===== src/rtl/iic_cfg_sequencer.sv =====
// rtl/iic_cfg_sequencer.sv - table-driven IIC configuration sequencer
// Walks a config table and issues one writer transaction per entry, with power-up wait, bus gap and watchdog.
module iic_cfg_sequencer #(
  parameter logic        AUTO_START = 1'b1,
  parameter logic [6:0]  DEV_ADDR   = 7'h48,
  parameter logic [19:0] PWR_DLY    = 20'd500000,
  parameter logic [15:0] GAP_DLY    = 16'd2500,
  parameter logic [19:0] TIMEOUT    = 20'd100000,
  parameter logic [8:0]  TAB_DEPTH  = 9'd32
) (
  input  logic        i_clk_50m,
  input  logic        i_rst,
  input  logic        i_cfg_start,
  output logic [7:0]  o_tab_addr,
  input  logic [35:0] i_tab_data,
  output logic        o_send_en,
  output logic [3:0]  o_send_length,
  output logic [6:0]  o_dev_addr,
  output logic [31:0] o_write_dat,
  input  logic        i_iic_done,
  output logic        o_cfg_busy,
  output logic        o_cfg_done,
  output logic        o_cfg_err,
  output logic [7:0]  o_cfg_count
);

  typedef enum logic [2:0] {
    IDLE,
    PWR_WAIT,
    FETCH,
    LATCH,
    SEND,
    WAIT_DONE,
    GAP,
    FINISH
  } state_t;

  // Terminal values of the shared delay counter; it always starts at 0 on state entry.
  localparam logic [19:0] PWR_LAST = PWR_DLY - 20'd1;
  localparam logic [19:0] GAP_LAST = {4'd0, GAP_DLY} - 20'd1;
  localparam logic [19:0] TO_LAST  = TIMEOUT - 20'd1;

  state_t      state, state_nxt;
  logic [19:0] dly_cnt, dly_cnt_nxt;
  logic [8:0]  index, index_nxt;
  logic [3:0]  send_length_nxt;
  logic [31:0] write_dat_nxt;
  logic        busy_nxt, done_nxt, err_nxt;
  logic [7:0]  count_nxt;

  assign o_tab_addr = index[7:0];
  assign o_dev_addr = DEV_ADDR;
  assign o_send_en  = (state == SEND) && !i_rst;

  always_ff @(posedge i_clk_50m) begin
    if (i_rst) begin
      state         <= AUTO_START ? PWR_WAIT : IDLE;
      dly_cnt       <= '0;
      index         <= '0;
      o_send_length <= '0;
      o_write_dat   <= '0;
      o_cfg_busy    <= 1'b0;
      o_cfg_done    <= 1'b0;
      o_cfg_err     <= 1'b0;
      o_cfg_count   <= '0;
    end else begin
      state         <= state_nxt;
      dly_cnt       <= dly_cnt_nxt;
      index         <= index_nxt;
      o_send_length <= send_length_nxt;
      o_write_dat   <= write_dat_nxt;
      o_cfg_busy    <= busy_nxt;
      o_cfg_done    <= done_nxt;
      o_cfg_err     <= err_nxt;
      o_cfg_count   <= count_nxt;
    end
  end

  always_comb begin
    state_nxt       = state;
    dly_cnt_nxt     = '0;
    index_nxt       = index;
    send_length_nxt = o_send_length;
    write_dat_nxt   = o_write_dat;
    busy_nxt        = o_cfg_busy;
    done_nxt        = o_cfg_done;
    err_nxt         = o_cfg_err;
    count_nxt       = o_cfg_count;

    case (state)
      IDLE: begin
        if (i_cfg_start) begin
          state_nxt = FETCH;
          index_nxt = '0;
          count_nxt = '0;
          done_nxt  = 1'b0;
          err_nxt   = 1'b0;
          busy_nxt  = 1'b1;
        end
      end

      PWR_WAIT: begin
        busy_nxt = 1'b1;
        if (dly_cnt == PWR_LAST) begin
          state_nxt = FETCH;
        end else begin
          dly_cnt_nxt = dly_cnt + 20'd1;
        end
      end

      FETCH: state_nxt = LATCH;

      LATCH: begin
        if (i_tab_data[35:32] == 4'd0) begin
          state_nxt = FINISH;
        end else begin
          send_length_nxt = i_tab_data[35:32];
          write_dat_nxt   = i_tab_data[31:0];
          state_nxt       = SEND;
        end
      end

      SEND: state_nxt = WAIT_DONE;

      // Done takes priority over watchdog expiry on the same clock.
      WAIT_DONE: begin
        if (i_iic_done) begin
          count_nxt = (o_cfg_count == 8'hFF) ? o_cfg_count : o_cfg_count + 8'd1;
          index_nxt = index + 9'd1;
          state_nxt = GAP;
        end else if (dly_cnt == TO_LAST) begin
          err_nxt   = 1'b1;
          busy_nxt  = 1'b0;
          state_nxt = IDLE;
        end else begin
          dly_cnt_nxt = dly_cnt + 20'd1;
        end
      end

      GAP: begin
        if (dly_cnt == GAP_LAST) begin
          state_nxt = (index < TAB_DEPTH) ? FETCH : FINISH;
        end else begin
          dly_cnt_nxt = dly_cnt + 20'd1;
        end
      end

      FINISH: begin
        done_nxt  = 1'b1;
        busy_nxt  = 1'b0;
        state_nxt = IDLE;
      end

      default: state_nxt = IDLE;
    endcase
  end

endmodule


===== config.mk =====
export PLATFORM = sky130hd
export DESIGN_NAME = iic_cfg_sequencer
export DESIGN_NICKNAME = d
export VERILOG_FILES = /design/src/rtl/iic_cfg_sequencer.sv
export SDC_FILE = /design/constraint.sdc
export NUM_CORES = 1
export LEC_CHECK = 0
export CAP_MARGIN = 25
export CORE_ASPECT_RATIO = 1.25
export CORE_MARGIN = 3
export CORE_UTILIZATION = 39
export DETAILED_ROUTE_END_ITERATION = 10
export GPL_ROUTABILITY_DRIVEN = 0
export PLACE_DENSITY = 0.71
export SYNTH_ARGS = -nofsm -noshare
export SYNTH_HDL_FRONTEND = slang
export SYNTH_SLANG_ARGS = --single-unit
export TNS_END_PERCENT = 50

===== constraint.sdc =====
create_clock -name i_clk_50m -period 2.3 [get_ports i_clk_50m]
set_input_delay 0.575 -clock i_clk_50m [delete_from_list [all_inputs] [get_ports i_clk_50m]]
set_output_delay 0.575 -clock i_clk_50m [all_outputs]
set_load 0.01 [all_outputs]

# Word level (Yosys, flattened, before mapping)
# Cells that the tools add are included.
# W data, S select, Z words.
# classes
add_sub_neg	3
order_cmp	1
n_eq_ne	19
muxes	29
bitwise_logic	1
n_reduce_logical	14
# op_table
op	count
$mux W20	4
$pmux W20 S3	1
$mux W8	3
$pmux W3 S8	1
$add A20 B1 Y20 const B	1
$eq A20 B12 Y1 const B	1
$eq A20 B17 Y1 const B	1
$eq A20 B19 Y1 const B	1
$mux W3	6
$mux W9	2
$pmux W9 S2	1
$pmux W8 S2	1
$reduce_and A4 Y1	4
$ne A2 B2 Y1 const B	7
$eq A3 B3 Y1 const B	4
$add A9 B1 Y9 const B	1
$lt A9 B6 Y1 const B	1
$add A8 B1 Y8 const B	1
$eq A8 B8 Y1 const B	1
$eq A3 B2 Y1 const B	2
$mux W1	6
$logic_not A4 Y1	1
$pmux W1 S2	2
$pmux W1 S4	1
11 further kinds	13
# word_totals
register_bits	79
in_bits	40
wordCells	76

# Depth between registers and ports, before layout
# logic_depth
depth_word	4
ltp_mapped	8
depth_no_buf	7

# Least setup slack after synthesis
# No wires, ideal clock.
# synth_timing
kind	reg-to-reg
from	reg dly_cnt[0]
to	reg dly_cnt[13]
setup_ps	115
t_arrival_ps	2369
required_ps	2185
slack_ps	-183
stages_incl_launch_ff	9
path_buffers	1
period_less_slack_ps	2483
path_cell_list	dfxtp_1 ha_1 or4b_1 or3_1 or3_4 and2_4 o21ai_4 buf_6 nor2_1
# synth_via
elab_chain_cells	4
elab_cells_between_ends	9
classes_between	add/sub (1); eq/ne (3); mux (5)
# synth_rtl
item	line_no	text
from (decl)	44	logic [19:0] dly_cnt, dly_cnt_nxt;
from (signal assigned)	68	dly_cnt <= dly_cnt_nxt;
$add A20 B1 Y20 / $eq A20 B17 Y1 (equally long branches)	--	
$mux W20	131	end else if (dly_cnt == TO_LAST) begin
$mux W20	127	if (i_iic_done) begin
$pmux W20 S3 (*)	90	case (state)
# Mark *: on every way between the ends. The rest lies on a longest branch, timed or not.
# A chain may end at the register's enable or synchronous reset.

# Worst setup path in the final report
# layout_timing
from	reg dly_cnt[1]
to	reg dly_cnt[16]
# The elaborated chain is that of the path after synthesis.

==> summary.md <==
| Metric | Value |
|---|---|
| Result of the run | `complete, but fails checks` |
| Failing checks | `negative setup slack` |
| Seq cells post-synth | `79` |
| Most common cell after layout, fill and taps aside | `clkdlybuf4s50_1` |
| Nets | `~580` |
| H-tree Lvls | `3` |
| DP HPWL | `approximately 6400 microns` |
| Critical path endpoint category | `flop` |
| Worst-Skew Late Latency | `0.34 ns` |
| Hold Path Class | `reg2reg` |
| Clk_skew | `~0.0083 ns` |
| Via Count | `~3200` |
| Initial antenna violation count | `0` |
| Tmin final | `~2.3 ns` |
| Static Leak | `0.001750 uW` |
| CTS tree | `yes` |
| Synthesized area per cell | `8.108 sq um` |
| Critical path peak fanout | `7` |
| GRT Overall Usage | `between 15 and 20%` |
| Simple-gate area share of the yosys netlist | `27.23%` |
| CTS Buffer Depth | `2` |
| Congestion Overflow GR | `0` |
| Most frequent cells in the layout | `clkdlybuf4s50_1 (93), nand2_1 (90), dfxtp_1 (77)` |
| Die footprint | `around 10000 sq um` |
| Synth Flop Type | `dfxtp_1` |
| CTS root buffer | `clkbuf_8` |
| Fraction of layout cells with a size suffix above 1 | `between 10% and 20%` |
| Fmax | `429.0 MHz` |
| Final Setup Violations | `21` |
| Vias in the first global route | `3044` |
| Final Cycle Share | `101.3%` |
| Starting density of the core | `between 40% and 50%` |
| Die Height | `approximately 110 microns` |
| DR iter-0 viols | `178` |
| Synth Area in Compound Gates | `between 10% and 20%` |
| Slew @ Worst Pin | `between 0.5 and 0.6 ns` |
| Final WS setup | `-0.03084 ns` |
| Cells after Synth | `approximately 430` |
| Post-synth EDFFs | `0` |
| Synth unique cells | `50` |
| Core Area | `8472 sq um` |
| Synth Area in XOR/XNOR | `around 6.8%` |
| Ant. Diodes | `0` |
| Synth async-reset ratio | `0%` |
| Row Count | `37` |
| Adder-cell share of the synthesized area | `1.079%` |
| Post-Route Utilization | `approximately three fifths` |
| Die Width | `about 90 microns` |
| Register area share after synthesis | `about 45%` |
| Critical Path AT | `between 2 and 3 ns` |
| CP Launch Type | `flop` |
| Pre-antenna DRT Iters | `4` |
| Boundary Pins | `between 100 and 150` |
| Largest family of logic cells by synthesized area | `simple AND/OR/NAND/NOR gates` |
| Post-DR wirelength/cell | `between 10 and 15 microns` |
| Antenna Nets Post-Route | `0` |
| Type of the worst setup path | `reg2reg` |
| # fillers | `773` |
| Slew HR | `between 60% and 70%` |
| Drt drc | `0` |
| Placed Cells incl. Taps | `639` |
| RSZ-0062 raised after global routing | `true` |
| Pwr dens | `about 820 nW/um^2` |
| Via density | `a little under 5` |
| VDD IR max | `between 0.3 and 0.4 mV` |
| Internal reg-to-reg setup slack | `-0.03 ns` |
| First-pass GRT wire length | `~15000 microns` |
| Critical Path RT | `roughly 2.5 ns` |
| Port Buffers | `95` |
| Final hold vios | `0` |
| Fin cells | `about 660` |
| Max Slew Vio Count | `0` |
| Clock Sinks | `79` |
| Largest net degree at the start of global routing | `46` |
| Reg clk slew, reported paths | `about 0.070 ns` |
| Max Cap Viol | `0` |
| Pre-CTS setup slack | `-0.2934 ns` |
| Mux contribution to synthesized area | `less than 1%` |
| Final wirelength | `slightly below 9000 microns` |
| Mapped Area | `roughly 3500 sq um` |
| Area Overhead vs Synth | `42.09%` |
| Synth Warn # | `0` |
| Total CTS buffers | `9` |
## layer usage
layer / up-vias / GRT usage, % / part of all wire (%)
met5: - / 0 / 0
met4: 0 / 6.435 / 2.0
met3: 18 / 3.446 / 3.5
met2: 68 / 30.53 / 52
met1: 1496 / 20.77 / 42
li1: 1646 / - / -
## state kept, by name, summed over array words and instances, names as in the netlist, 3 cells and up
| register | cells |
|---|---|
| o_write_dat | 32 |
| o_cfg_count | 8 |
| state | 3 |
| dly_cnt | 20 |
| index | 9 |
| o_send_length | 4 |
## Yosys cell counts, types with 3 or more instances
| cell | count | area share (%) |
|---|---|---|
| ha_1 | 3 | 1.1 |
| a21oi_1 | 43 | 6.2 |
| dfxtp_1 | 79 | 45 |
| clkbuf_1 | 19 | 2.1 |
| o21ai_0 | 3 | 0.43 |
| nand2_1 | 90 | 9.7 |
| xnor2_1 | 7 | 1.8 |
| buf_1 | 3 | 0.32 |
| a31oi_1 | 3 | 0.54 |
| and3_1 | 4 | 0.72 |
| or4_1 | 3 | 0.65 |
| xor2_1 | 20 | 5.0 |
| nand2b_1 | 5 | 0.90 |
| o31a_1 | 3 | 0.76 |
| nand4_1 | 9 | 1.6 |
| nor4_1 | 5 | 0.90 |
| inv_1 | 5 | 0.54 |
| or3_1 | 5 | 0.90 |
| nor3_1 | 7 | 1.0 |
| buf_4 | 15 | 3.2 |
| nand3_1 | 16 | 2.3 |
| nor2_1 | 46 | 5.0 |
## layout make-up
type                    instances  area (sq um)  share of cell area [%]
flip-flops and latches         79          1584                   32.05
multi-input cells             311          1764                   35.70
inverters                       5         18.77                  0.3797
clock inverters                 6         61.31                   1.241
clock buffers                   9         123.9                   2.506
repair buffers                129          1244                   25.16
well taps                     117         146.4                   2.962
## path summary, 6_finish.rpt
check / cells past startpoint / startpoint / endpoint
worst min-delay path: 2 / o_write_dat[4]$_SDFFE_PP0P_ / o_write_dat[4]$_SDFFE_PP0P_
worst max register to register: 8 / dly_cnt[1]$_SDFF_PP0_ / dly_cnt[16]$_SDFF_PP0_
worst min register to register: 2 / o_write_dat[4]$_SDFFE_PP0P_ / o_write_dat[4]$_SDFFE_PP0P_
worst max-delay path: 8 / dly_cnt[1]$_SDFF_PP0_ / dly_cnt[16]$_SDFF_PP0_
## power by group
| part | leakage (uW) | switching, uW | internal [uW] |
|---|---|---|---|
| Combinational | 0.00101 | 742 | 714 |
| Clock | 0.0000953 | 496 | 493 |
| Sequential | 0.000641 | 92.7 | 1520 |
## worst max-delay path, cell delays in order (launching register included)
cell	delay, ns
dfxtp_2	0.35
ha_4	0.14
or4b_4	0.45
or3_4	0.34
or3_4	0.39
and2_4	0.17
o21ai_4	0.18
buf_6	0.16
nor2_2	0.04
## per-stage QoR
step           area, sq um  hold slack (ns)  setup TNS, ns  power [uW]
2_1_floorplan         3512           0.4292        -0.3961        2383
3_3_place_gp          4683           0.4407         -1.795        3009
3_5_place_dp          4683           0.4472         -2.728        3043
4_1_cts               4907           0.4591        -0.4236        4069
5_1_grt               4942           0.4786         -1.632        4312
6_report              4942           0.4525        -0.4177        4061
## cells by family after synthesis
family,after synthesis
other cells,2
xor+xnor,27
simple gates,204
compound gates,68
fa+ha+maj,3
mux,2
buf+inv,44
flops,79
## timing repair
action / in CTS / in global routing
endpoints found under the setup margin: 23 / 23
endpoints found under the hold margin: 0 / 0
buffers inserted: 2 / 0
pin swaps: 3 / 1
hold buffers: 0 / 0
resized for setup: 8 / 6
No activity file was read; power rests on OpenSTA's default activity.
